## src/rtl/instruction_fetch_queue.sv

```systemverilog
// Instruction fetch stage with a DEPTH-entry prefetch queue between the I-cache and decode.
// Optional performance counters are enabled by defining IFQ_PERF_EN.
module instruction_fetch_queue #(
  parameter int ADDR_W = 30,
  parameter int INSN_W = 32,
  parameter int DEPTH  = 4,
  parameter logic [ADDR_W-1:0] RESET_PC = '0
) (
  input  logic                       clk,
  input  logic                       rst,
  input  logic                       pc_src,
  input  logic [ADDR_W-1:0]          branch_addr,
  input  logic                       data_hit,
  output logic [ADDR_W-1:0]          imem_addr,
  output logic                       imem_req,
  input  logic                       imem_hit,
  input  logic [INSN_W-1:0]          imem_rdata,
  output logic [INSN_W-1:0]          ins,
  output logic [ADDR_W-1:0]          adder_output,
  output logic                       ins_valid,
  output logic [$clog2(DEPTH):0]     q_count
`ifdef IFQ_PERF_EN
  ,
  output logic [31:0]                perf_fetched,
  output logic [31:0]                perf_miss_cyc
`endif
);

  localparam int PTR_W = $clog2(DEPTH);
  localparam int CNT_W = PTR_W + 1;

  typedef enum logic [1:0] {S_BOOT, S_RUN, S_MISS, S_FULL} state_t;

  state_t              state;
  logic [ADDR_W-1:0]   fetch_pc;
  logic [PTR_W-1:0]    rd_ptr, wr_ptr;
  logic [CNT_W-1:0]    count;
  logic [INSN_W-1:0]   q_insn [DEPTH];
  logic [ADDR_W-1:0]   q_npc  [DEPTH];

  logic                full, pop, push, redirect;
  logic [ADDR_W-1:0]   fetch_pc_inc;
  logic [PTR_W-1:0]    rd_next;
  logic [CNT_W-1:0]    remaining;
  logic                head_from_push, head_load;

  assign full         = (count == CNT_W'(DEPTH));
  assign ins_valid    = (count != '0);
  assign pop          = ins_valid & data_hit;
  assign redirect     = pc_src & (state != S_BOOT);
  assign push         = imem_req & imem_hit & (!full | pop) & !redirect;
  assign fetch_pc_inc = fetch_pc + 1'b1;
  assign imem_addr    = fetch_pc;
  assign q_count      = count;

  // The head register reloads from the queue slot behind the popped one, or straight
  // from the incoming word when the queue would otherwise drain empty.
  assign rd_next        = rd_ptr + PTR_W'(pop);
  assign remaining      = count - CNT_W'(pop);
  assign head_from_push = push & (remaining == '0);
  assign head_load      = !redirect & (head_from_push | (pop & (remaining != '0)));

  always_ff @(posedge clk) begin
    if (push) begin
      q_insn[wr_ptr] <= imem_rdata;
      q_npc[wr_ptr]  <= fetch_pc_inc;
    end
  end

  always_ff @(posedge clk) begin
    if (rst) begin
      fetch_pc     <= RESET_PC;
      count        <= '0;
      rd_ptr       <= '0;
      wr_ptr       <= '0;
      ins          <= '0;
      adder_output <= '0;
    end else begin
      if (redirect) begin
        fetch_pc <= branch_addr;
        count    <= '0;
        rd_ptr   <= '0;
        wr_ptr   <= '0;
      end else begin
        if (push) fetch_pc <= fetch_pc_inc;
        count  <= count + CNT_W'(push) - CNT_W'(pop);
        rd_ptr <= rd_next;
        wr_ptr <= wr_ptr + PTR_W'(push);
      end
      if (head_load) begin
        ins          <= head_from_push ? imem_rdata   : q_insn[rd_next];
        adder_output <= head_from_push ? fetch_pc_inc : q_npc[rd_next];
      end
    end
  end

  always_ff @(posedge clk) begin
    if (rst) begin
      state    <= S_BOOT;
      imem_req <= 1'b0;
    end else if (redirect) begin
      state    <= S_RUN;
      imem_req <= 1'b1;
    end else begin
      case (state)
        S_BOOT: begin
          state    <= S_RUN;
          imem_req <= 1'b1;
        end
        S_RUN, S_MISS: begin
          if (!imem_hit) begin
            state    <= S_MISS;
            imem_req <= 1'b1;
          end else if (full && !pop) begin
            state    <= S_FULL;
            imem_req <= 1'b0;
          end else begin
            state    <= S_RUN;
            imem_req <= 1'b1;
          end
        end
        S_FULL: begin
          if (pop) begin
            state    <= S_RUN;
            imem_req <= 1'b1;
          end else begin
            state    <= S_FULL;
            imem_req <= 1'b0;
          end
        end
        default: begin
          state    <= S_BOOT;
          imem_req <= 1'b0;
        end
      endcase
    end
  end

`ifdef IFQ_PERF_EN
  function automatic logic [31:0] sat_inc(input logic [31:0] v, input logic en);
    return (en && v != 32'hFFFF_FFFF) ? v + 32'd1 : v;
  endfunction

  // A miss cycle is any lookup cycle the cache fails to answer, whether in S_RUN or S_MISS.
  always_ff @(posedge clk) begin
    if (rst) begin
      perf_fetched  <= '0;
      perf_miss_cyc <= '0;
    end else begin
      perf_fetched  <= sat_inc(perf_fetched, push);
      perf_miss_cyc <= sat_inc(perf_miss_cyc, imem_req & !imem_hit);
    end
  end
`endif

endmodule

```

## config.mk

```make
export PLATFORM = sky130hd
export DESIGN_NAME = instruction_fetch_queue
export DESIGN_NICKNAME = d
export VERILOG_FILES = /design/src/rtl/instruction_fetch_queue.sv
export SDC_FILE = /design/constraint.sdc
export NUM_CORES = 1
export LEC_CHECK = 0
export ABC_AREA = 1
export CORE_MARGIN = 2
export CORE_UTILIZATION = 55
export DETAILED_ROUTE_END_ITERATION = 8
export DONT_BUFFER_PORTS = 1
export PLACE_DENSITY = 0.81
export REMOVE_ABC_BUFFERS = 1
export SLEW_MARGIN = 10
export SYNTH_ARGS = -nofsm -noshare
export SYNTH_HDL_FRONTEND = slang
export SYNTH_SLANG_ARGS = --single-unit
```

## constraint.sdc

```tcl
create_clock -name clk -period 5.05 [get_ports clk]
set_input_delay 0.2525 -clock clk [delete_from_list [all_inputs] [get_ports clk]]
set_output_delay 0.2525 -clock clk [all_outputs]
set_load 0.02 [all_outputs]
```

==> results of run 1 <==
==> routing by layer <==
metal  track usage [%]  wire, um  vias up
li1                  -         -     5751
met5                 0         0        -
met1              33.7     15100     5702
met4              11.0      1160        0
met2              44.7     19000      644
met3              7.30      4710      104
==> per-stage QoR <==
step                worst slack (ns)  std cells
global placement                1.71       2090
floorplan                     -0.701       1697
global route                    1.22       2212
detailed placement              1.58       2090
CTS                             1.51       2211
finish                          1.42       2212
==> worst paths after layout <==
kind	startpoint	to	slack [ns]	cells after the start
max	q_count[1]$_SDFF_PP0_	ins[4]$_SDFFE_PP0P_	1.42	13
min	branch_addr[22]	imem_addr[22]$_SDFFE_PP0P_	0.02	4
max reg2reg	q_count[1]$_SDFF_PP0_	ins[4]$_SDFFE_PP0P_	1.42	13
min reg2reg	ins[7]$_SDFFE_PP0P_	ins[7]$_SDFFE_PP0P_	0.58	2
==> sequential cells by signal, summed over array words and instances (netlist names) <==
| signal | count |
|---|---|
| q_count | 3 |
| adder_output | 30 |
| wr_ptr | 2 |
| ins | 32 |
| q_insn | 128 |
| state | 2 |
| rd_ptr | 2 |
| imem_req | 1 |
| q_npc | 120 |
| imem_addr | 30 |
==> what timing repair did <==
item | CTS | global route
endpoints found under the hold margin | 193 | 0
resized for setup | 0 | 0
hold buffers | 53 | 0
==> report_power, final <==
group          switching (mW)  internal, mW  total (mW)  leakage (nW)
Clock                    1.10          1.76        2.86         0.630
Combinational            1.92         0.885        2.80          3.44
Sequential              0.531          3.38        3.91          3.10
Total                    3.55          6.03        9.58          7.17
==> cell families after synthesis <==
| kind of cell | synth area share, % |
|---|---|
| adders and majority gates | 0.774 |
| and+or+nand+nor | 27.0 |
| DFF | 61.1 |
| xor gates and xnor gates | 0.677 |
| AOI/OAI and AO/OA | 5.17 |
| buffers and inverters | 5.29 |
==> final cells by class <==
class	instances	area share (%)
Antenna cell	1	0.0142
Clock buffer	45	5.84
Clock inverter	23	1.53
Inverter	110	2.39
Multi-Input combinational cell	1237	30.0
Sequential cell	350	53.8
Tap cell	378	2.68
Timing Repair Buffer	68	3.71
==> cells in the final DEF, fill, tap and decap left out, types with 6 or more instances in the layout <==
cell type and n:
sky130_fd_sc_hd__o211ai_1 19, sky130_fd_sc_hd__xor2_1 7, sky130_fd_sc_hd__inv_1 106, sky130_fd_sc_hd__o21ai_1 6, sky130_fd_sc_hd__clkbuf_16 39, sky130_fd_sc_hd__dfxtp_1 102, sky130_fd_sc_hd__o21ai_0 74, sky130_fd_sc_hd__nand2_1 772
sky130_fd_sc_hd__edfxtp_1 248, sky130_fd_sc_hd__clkinv_1 9, sky130_fd_sc_hd__bufinv_16 6, sky130_fd_sc_hd__or2_2 22, sky130_fd_sc_hd__nand3_1 51, sky130_fd_sc_hd__a31oi_1 8, sky130_fd_sc_hd__nor2_1 209, sky130_fd_sc_hd__a21oi_1 35
sky130_fd_sc_hd__dlygate4sd3_1 52, sky130_fd_sc_hd__ha_1 7, sky130_fd_sc_hd__buf_4 15
==> worst register-to-register path: stages (launching register included) <==
cell and delay [ns]:
sky130_fd_sc_hd__dfxtp_1 0.53, sky130_fd_sc_hd__nor2_2 0.12, sky130_fd_sc_hd__a21boi_2 0.35, sky130_fd_sc_hd__ha_4 0.43, sky130_fd_sc_hd__inv_4 0.89, sky130_fd_sc_hd__buf_4 0.48, sky130_fd_sc_hd__nand2_1 0.11, sky130_fd_sc_hd__nand2_1 0.08
sky130_fd_sc_hd__nand2_1 0.05, sky130_fd_sc_hd__nand2_1 0.07, sky130_fd_sc_hd__nand2_1 0.06, sky130_fd_sc_hd__nand2_1 0.10, sky130_fd_sc_hd__o21ai_0 0.08, sky130_fd_sc_hd__nor2_1 0.19
==> flow_summary.toml, run 1 <==
[clock_tree]
cts.root.buffer_cell = "sky130_fd_sc_hd__clkbuf_16"
ctsLongestPathBuffers = 3
cts_setup_buffers = 0
clk-insertion-delay-late_ns = 0.52
htree_num_levels = 2
cts_tree = "done"
cts.reportedPaths.clkPinSlew_ns = 0.06
cts_made_buffers = 37
clock_sink_count = 350

[critical_path]
critPathMaxFanout = 97
cp.arrival_ns = 4.07
cp_common_cell = "sky130_fd_sc_hd__nand2_1"
timing.critical_path.slowest_stage_cell = "sky130_fd_sc_hd__inv_4"
critical_path_class = "reg -> reg"
crit_buf_inv = 2
critical_path_cell_by_cell = "nor2_2 > a21boi_2 > ha_4 > inv_4 > buf_4 > nand2_1 > nand2_1 > nand2_1 > nand2_1 > nand2_1 > nand2_1 > o21ai_0 > nor2_1"
worst_ep_required_time_ns = 5.50
cp_slowest_stage_delay_ns = 0.86
cp-start-kind = "flip-flop"
timing.critical_path.max_delay_family = "buffers and inverters"
crit_path_end_kind = "flip-flop"

[floorplan]
initial_core_utilization_pct = 55.9
dieHeight_um = 172
design.core.area_sq_mm = 0.0278
io_pins = 164
std_cell_rows = 61
dieArea_sq_mm = 0.0296
die_width_um = 172

[min_path]
class_of_the_most_critical_hold_timing_path = "in -> reg"

[synth]
synthesis.yosys.warnings = 0
dominantRegCellSynth = "sky130_fd_sc_hd__edfxtp_1"
synth.top_cells.by_count = "sky130_fd_sc_hd__nand2_1, sky130_fd_sc_hd__edfxtp_1, sky130_fd_sc_hd__nor2_1"
avgSynthCellArea_sq_um = 8.72
synth_top_area_share_pct = 48.0
count_of_flip_flops_with_a_built_in_enable_after_synthesis = 248
synth.yosys.seq_area_share_pct = 61.1
synth_top_cell_by_area = "sky130_fd_sc_hd__edfxtp_1"
synthDistinctLibCells = 34
synth-async-reset-ratio_pct = 0
syn-instance-count = 1780
netlist_area_before_placement_sq_mm = 0.0155
synth.top_cells.by_area = "sky130_fd_sc_hd__edfxtp_1, sky130_fd_sc_hd__nand2_1, sky130_fd_sc_hd__dfxtp_1, sky130_fd_sc_hd__nor2_1, sky130_fd_sc_hd__inv_1"
synth_most_common_cell = "sky130_fd_sc_hd__nand2_1"
synth-seq-cells = 350

[sta]
slew_headroom_pct = 28.2
fin_skew_ns = 0.0157
tightestPinTransition_ns = 1.07
finalHoldWorstSlack_ns = 0.0163
max_frequency_mhz = 276
slew_violations = 0
final-setup-viol-count = 0
timing.final.hold_violations = 0
final_critical_path_share_of_the_clock_period_pct = 71.8
grt_setup_unrepaired = "false"
fin_crit_ns = 3.63
setup_tns_ns = 0

[global_routing]
grt-ovfl-total = 0
largest_net_degree_at_the_start_of_global_routing = 98
via_count_of_the_first_global_routing_pass = 11720
grt.total_usage_pct = 27.0
initial_antenna_violation_count = 1
grt_first_pass_wirelength_mm = 61.2

[route]
routed_length_per_instance_um = 18.1
num_vias = 12201
detail_route.vias_per_cell = 5.52
drt_drc_violations_left = 0
antenna_left = 0
drt_wl_total_mm = 40.0
drt_pre_antenna_iters = 5
drt_iter0_markers = 1225

[placement]
dpl.hpwl_mm = 22.4
placedInstanceArea_sq_mm = 0.0158
buffer_ports.inserted = 0
place_congestion = 0.946

[final_layout]
syn2layout_area_growth_pct = 13.5
seq_area_sq_mm = 0.00949
final.fill_count = 2208
stdcell_area_sq_mm = 0.0176
final_core_density_pct = 63.4
post_route_cells_drive_above_1_share_pct = 6.22
total_area_of_multi_input_combinational_cells_sq_mm = 0.00529
nets = 1880

[flow_run]
maxCapViolCount = 0

[pwr]
power.total_mw = 9.58
power-per-cell-area_mw_per_mm2 = 543
power_leakage_nw = 7.17
vdd_ir_drop_max_mv = 0.406

[run_status]
outcome = "complete, no violations"
Power figures use the tool's default switching activity.
==> run 2, diff against run 1 <==
--- a/config.mk
+++ b/config.mk
@@ -10,7 +10,7 @@
 export CORE_UTILIZATION = 55
 export DETAILED_ROUTE_END_ITERATION = 8
 export DONT_BUFFER_PORTS = 1
-export PLACE_DENSITY = 0.81
+export PLACE_DENSITY = 0.78
 export REMOVE_ABC_BUFFERS = 1
 export SLEW_MARGIN = 10
 export SYNTH_ARGS = -nofsm -noshare
==> constraint.sdc (replaced) <==
create_clock -name clk -period 3.4 [get_ports clk]
set_input_delay 0.17 -clock clk [delete_from_list [all_inputs] [get_ports clk]]
set_output_delay 0.17 -clock clk [all_outputs]
set_load 0.02 [all_outputs]
==> run 2 against run 1 <==
Setup slack lost 1.0 ns. Hold slack gained 0.00072 ns. Non-clock buffer count grew 58. First-iteration DRC count shrank 9.0%. Critical path depth is the same. Total power grew 46%. Die area is the same. Sequential share of layout area shrank 1.5 points. Clock skew grew 0.0018 ns. Routed wire length shrank 1.4%. Via count shrank 0.97%. Final cell count grew 2.6%. Largest power group unchanged.
==> flow_summary.toml, run 2 (synthesis gave the netlist of run 1 again) <==
[run_status]
outcome = "complete, no violations"

[critical_path]
cp.arrival_ns = 3.40
regToRegStartpoint = "q_count[0]$_SDFF_PP0_"
crit_path_end_kind = "flip-flop"
cp-start-kind = "flip-flop"
worst-r2r-cell-count = 13
critical_path.startpoint = "q_count[0]$_SDFF_PP0_"
worst_ep_required_time_ns = 3.82
crit-reg2reg-capture = "adder_output[23]$_SDFFE_PP0P_"
worst-r2r-setup-slack_ns = 0.43
critical_path_class = "reg -> reg"
critPathMaxFanout = 41
cp-endpoint = "adder_output[23]$_SDFFE_PP0P_"

[clock_tree]
cts.reportedPaths.clkPinSlew_ns = 0.06
htree_num_levels = 2
cts_tree = "done"
clock_sink_count = 350
ctsLongestPathBuffers = 3
clk-insertion-delay-late_ns = 0.53
cts_setup_buffers = 0
cts_made_buffers = 37
cts.root.buffer_cell = "sky130_fd_sc_hd__clkbuf_16"

[floorplan]
std_cell_rows = 61
design.core.area_sq_mm = 0.0278
dieArea_sq_mm = 0.0296
initial_core_utilization_pct = 55.9
dieHeight_um = 172
die_width_um = 172
io_pins = 164

[sta]
final-setup-viol-count = 0
slew_violations = 0
timing.final.hold_violations = 0
final_critical_path_share_of_the_clock_period_pct = 87.5
grt_setup_unrepaired = "false"
slew_headroom_pct = 27.8
max_frequency_mhz = 336
tightestPinTransition_ns = 1.08
fin_skew_ns = 0.0175
finalHoldWorstSlack_ns = 0.0170
fin_crit_ns = 2.97

[final_layout]
nets = 1938
syn2layout_area_growth_pct = 16.7
post_route_cells_drive_above_1_share_pct = 6.66
top_register = "q_insn"
final_core_density_pct = 65.2
largest_registers = "q_insn x128, q_npc x120, ins x32"
most_common_cell_after_layout_fill_and_taps_aside = "sky130_fd_sc_hd__nand2_1"
largest_reg_flops = 128
finish.cell_count_without_fillers = 2270
stdcell_area_sq_mm = 0.0181
mostFrequentLayoutCells = "sky130_fd_sc_hd__nand2_1, sky130_fd_sc_hd__edfxtp_1, sky130_fd_sc_hd__nor2_1"

[global_routing]
largest_net_degree_at_the_start_of_global_routing = 125
via_count_of_the_first_global_routing_pass = 11655
initial_antenna_violation_count = 0
grt-ovfl-total = 0
grt_first_pass_wirelength_mm = 61.1
grt.total_usage_pct = 27.0

[route]
num_vias = 12083
detail_route.vias_per_cell = 5.32
drt_drc_violations_left = 0
antenna_left = 0
drt_iter0_markers = 1115
routed_length_per_instance_um = 17.4
drt_wl_total_mm = 39.4
drt_pre_antenna_iters = 5

[min_path]
class_of_the_most_critical_hold_timing_path = "in -> reg"

[placement]
placedInstanceArea_sq_mm = 0.0160
buffer_ports.inserted = 0
place_congestion = 0.928
placedCellCount = 2105
dpl.hpwl_mm = 23.2

[pwr]
power_leakage_nw = 7.46
vdd_ir_drop_max_mv = 0.537
power-per-cell-area_mw_per_mm2 = 772

[flow_run]
maxCapViolCount = 0
==> run 2: cell types whose count changed in the layout (fill, tap and decap cells not counted), sizes merged <==
cell         before  now
dlygate4sd3      52   95
buf              16   31
clkinvlp          2    1
clkinv           13    9
clkbuf           45   56
inv             112  111
bufinv            6    1
==> run 2: metal layers <==
layer / routed length, um / track usage, % / part of all wire (%)
met3: 3950 / 7.28 / 10
met2: 18900 / 45.3 / 48
met1: 15300 / 33.1 / 39
met5: 0 / 0 / 0
met4: 1240 / 11.1 / 3.1
==> run 2: worst max-delay path, cell delays in order, from the launching register on <==
cell and delay, ns:
sky130_fd_sc_hd__dfxtp_1 0.53, sky130_fd_sc_hd__nor2_2 0.13, sky130_fd_sc_hd__a21boi_2 0.38, sky130_fd_sc_hd__ha_1 0.24, sky130_fd_sc_hd__inv_1 0.04, sky130_fd_sc_hd__nand2_1 0.06
sky130_fd_sc_hd__nand3_2 0.19, sky130_fd_sc_hd__o21ai_4 0.31, sky130_fd_sc_hd__nand2_4 0.34, sky130_fd_sc_hd__buf_4 0.33, sky130_fd_sc_hd__nor2_1 0.09, sky130_fd_sc_hd__nand2_1 0.06
sky130_fd_sc_hd__nand2_1 0.07, sky130_fd_sc_hd__inv_1 0.04
==> run 2: how the worst min path moves through the flow <==
| stage | start | endpoint | slack (ns) | depth (start not counted) |
|---|---|---|---|---|
| 3_3_place_gp | rst | imem_addr[20]$_SDFFE_PP0P_ | 0.25 | 1 |
| 3_5_place_dp | rst | imem_addr[15]$_SDFFE_PP0P_ | 0.25 | 1 |
| 4_1_cts | data_hit | imem_req$_SDFF_PP0_ | 0.005 | 6 |
| 5_1_grt | rst | adder_output[26]$_SDFFE_PP0P_ | 0.06 | 4 |
| 6_report | data_hit | imem_req$_SDFF_PP0_ | 0.02 | 6 |
| 2_1_floorplan | rst | imem_addr[11]$_SDFFE_PP0P_ | 0.24 | 1 |
==> run 2: what timing repair did <==
action,in CTS,in global routing
hold endpoints to repair,200,0
hold buffers,96,0
resized for setup,0,0
==> run 2: through the flow <==
stage	setup TNS (ns)	power (mW)	setup slack (ns)
after floorplan	-673.97	8.83	-2.35
after detailed placement	0	10.0	0.474
final	0	14.0	0.425
after global routing	0	14.8	0.203
after global placement	0	9.88	0.615
after CTS	0	14.0	0.455
==> run 2: layout make-up <==
| class | count | area (sq um) |
|---|---|---|
| sequential | 350 | 9490 |
| timing repair buffer | 126 | 1260 |
| clock buffer | 56 | 1100 |
| multi-input combinational | 1237 | 5290 |
| antenna | 1 | 2.50 |
| clock inverter | 12 | 90.1 |
| tap | 378 | 473 |
| inverter | 110 | 420 |
| fill | 2197 | 9660 |
==> run 2: power breakdown <==
group          total (mW)  switching, mW  internal, mW
sequential           5.84          0.810          5.03
combinational        4.25           2.81          1.44
clock                3.89           1.58          2.31
total                14.0           5.20          8.78
==> run 3, diff against run 2 <==
--- a/config.mk
+++ b/config.mk
@@ -10,6 +10,7 @@
 export CORE_UTILIZATION = 55
 export DETAILED_ROUTE_END_ITERATION = 8
 export DONT_BUFFER_PORTS = 1
+export HOLD_SLACK_MARGIN = 0.02
 export PLACE_DENSITY = 0.78
 export REMOVE_ABC_BUFFERS = 1
 export SLEW_MARGIN = 10
==> run 3 against run 2 <==
Sequential share of layout area did not move. Critical path depth stayed put. Total power is essentially flat. Routed wire length is 0.23% lower.
==> flow_summary.toml, run 3 (synthesis gave the netlist of run 1 again) <==
[placement]
place_congestion = 0.928
dpl.hpwl_mm = 23.2
placedCellCount = 2105
buffer_ports.inserted = 0

[global_routing]
grt.total_usage_pct = 26.9
via_count_of_the_first_global_routing_pass = 11661
largest_net_degree_at_the_start_of_global_routing = 125
grt_first_pass_wirelength_mm = 61.1
grt-ovfl-total = 0
initial_antenna_violation_count = 0

[clock_tree]
cts-resized-gates = 0
htree_num_levels = 2
cts.reportedPaths.clkPinSlew_ns = 0.06
ctsLongestPathBuffers = 3
cts.root.buffer_cell = "sky130_fd_sc_hd__clkbuf_16"
clock_sink_count = 350
clk-insertion-delay-late_ns = 0.53
cts_setup_buffers = 0
cts_made_buffers = 37
cts_tree = "done"

[route]
wirelength_met1_mm = 15.3
drt_wl_total_mm = 39.3
antenna_left = 0
met2_wire_len_mm = 18.8
num_vias = 12092
drt_drc_violations_left = 0
routed_length_per_instance_um = 17.3
route.top_layer_used = "met4"
drt_pre_antenna_iters = 7
drt_iter0_markers = 1015
detailroute.wirelength.met3_mm = 4.01
detail_route.vias_per_cell = 5.33

[final_layout]
total_area_of_multi_input_combinational_cells_sq_mm = 0.00529
syn2layout_area_growth_pct = 16.7
finish.cell_count_without_fillers = 2270
top_register = "q_insn"
final.fill_count = 2195
largest_reg_flops = 128
largest_registers = "q_insn x128, q_npc x120, ins x32"
mostFrequentLayoutCells = "sky130_fd_sc_hd__nand2_1, sky130_fd_sc_hd__edfxtp_1, sky130_fd_sc_hd__nor2_1"
seq_area_sq_mm = 0.00949
most_common_cell_after_layout_fill_and_taps_aside = "sky130_fd_sc_hd__nand2_1"
nets = 1938
post_route_cells_drive_above_1_share_pct = 6.66
final_core_density_pct = 65.2

[sta]
slew_headroom_pct = 25.6
final-setup-viol-count = 0
tightestPinTransition_ns = 1.11
fin_skew_ns = 0.0172
max_frequency_mhz = 334
timing.final.hold_violations = 0
slew_violations = 0
grt_setup_unrepaired = "false"
fin_crit_ns = 3.00
final_critical_path_share_of_the_clock_period_pct = 88.1

[pwr]
power_leakage_nw = 7.46
power-per-cell-area_mw_per_mm2 = 771
vdd_ir_drop_max_mv = 0.533

[critical_path]
crit_path_end_kind = "flip-flop"
critPathMaxFanout = 41
critical_path_class = "reg -> reg"
crit-reg2reg-capture = "adder_output[23]$_SDFFE_PP0P_"
worst-r2r-setup-slack_ns = 0.40
worst-r2r-cell-count = 13
regToRegStartpoint = "q_count[0]$_SDFF_PP0_"
worst_ep_required_time_ns = 3.82
cp-start-kind = "flip-flop"
cp.arrival_ns = 3.42

[min_path]
class_of_the_most_critical_hold_timing_path = "in -> reg"
worst_hold_startpoint = "rst"
worst_hold_path.num_cells = 4
hold-path-endpoint = "adder_output[20]$_SDFFE_PP0P_"

[run_status]
outcome = "complete, no violations"

[floorplan]
io_pins = 164
dieHeight_um = 172
initial_core_utilization_pct = 55.9
design.core.area_sq_mm = 0.0278
dieArea_sq_mm = 0.0296
std_cell_rows = 61
die_width_um = 172

[flow_run]
maxCapViolCount = 0
[run 3: worst max-delay path by stage]
stage                           from                             to  cells after the start
6_report       q_count[0]$_SDFF_PP0_  adder_output[23]$_SDFFE_PP0P_                     13
5_1_grt        q_count[0]$_SDFF_PP0_           ins[31]$_SDFFE_PP0P_                     11
3_5_place_dp   q_count[0]$_SDFF_PP0_            ins[7]$_SDFFE_PP0P_                     11
3_3_place_gp   q_count[0]$_SDFF_PP0_   adder_output[2]$_SDFFE_PP0P_                     12
2_1_floorplan    state[0]$_SDFF_PP0_         q_insn[0][0]$_DFFE_PP_                      6
4_1_cts        q_count[0]$_SDFF_PP0_            ins[8]$_SDFFE_PP0P_                     11
[run 3: power breakdown]
group,switching [mW],internal [mW]
Clock,1.58,2.31
Sequential,0.811,5.03
Combinational,2.81,1.44
Total,5.20,8.78
[run 3: what timing repair did]
item / 4_1_cts / 5_1_grt
hold endpoints to repair: 204 / 0
endpoints found under the setup margin: 0 / 0
hold buffers: 96 / 0
[run 3: routing by layer]
metal  global-route usage (%)  vias to the layer above
met2                     45.3                      535
li1                         -                     5874
met1                     33.2                     5593
met5                        0                        -
met4                     10.8                        0
met3                     7.23                       90
[run 3: critical path, stage by stage (launching register included)]
cell	delay, ns
sky130_fd_sc_hd__dfxtp_1	0.53
sky130_fd_sc_hd__nor2_2	0.13
sky130_fd_sc_hd__a21boi_2	0.39
sky130_fd_sc_hd__ha_1	0.24
sky130_fd_sc_hd__inv_1	0.04
sky130_fd_sc_hd__nand2_1	0.06
sky130_fd_sc_hd__nand3_2	0.20
sky130_fd_sc_hd__o21ai_4	0.31
sky130_fd_sc_hd__nand2_4	0.33
sky130_fd_sc_hd__buf_4	0.33
sky130_fd_sc_hd__nor2_1	0.10
sky130_fd_sc_hd__nand2_1	0.06
sky130_fd_sc_hd__nand2_1	0.07
sky130_fd_sc_hd__inv_1	0.04
[run 3: through the flow]
step                power, mW  instance area, sq um  hold slack (ns)  setup TNS, ns  worst slack [ns]
floorplan                8.83                 15100            0.239        -673.97             -2.35
global placement         9.88                 16000            0.251              0             0.615
detailed placement       10.0                 16000            0.252              0             0.474
CTS                      14.0                 18100           0.0455              0             0.455
global route             14.8                 18100           0.0622              0             0.203
finish                   14.0                 18100           0.0463              0             0.404
[run 3: cell type report]
cell class                 instances  share of cell area, %
timing repair buffer             126                   6.95
inverter                         110                   2.32
sequential                       350                   52.4
clock buffer                      56                   6.07
tap                              378                   2.61
antenna                            1                 0.0138
clock inverter                    12                  0.497
multi-input combinational       1237                   29.2
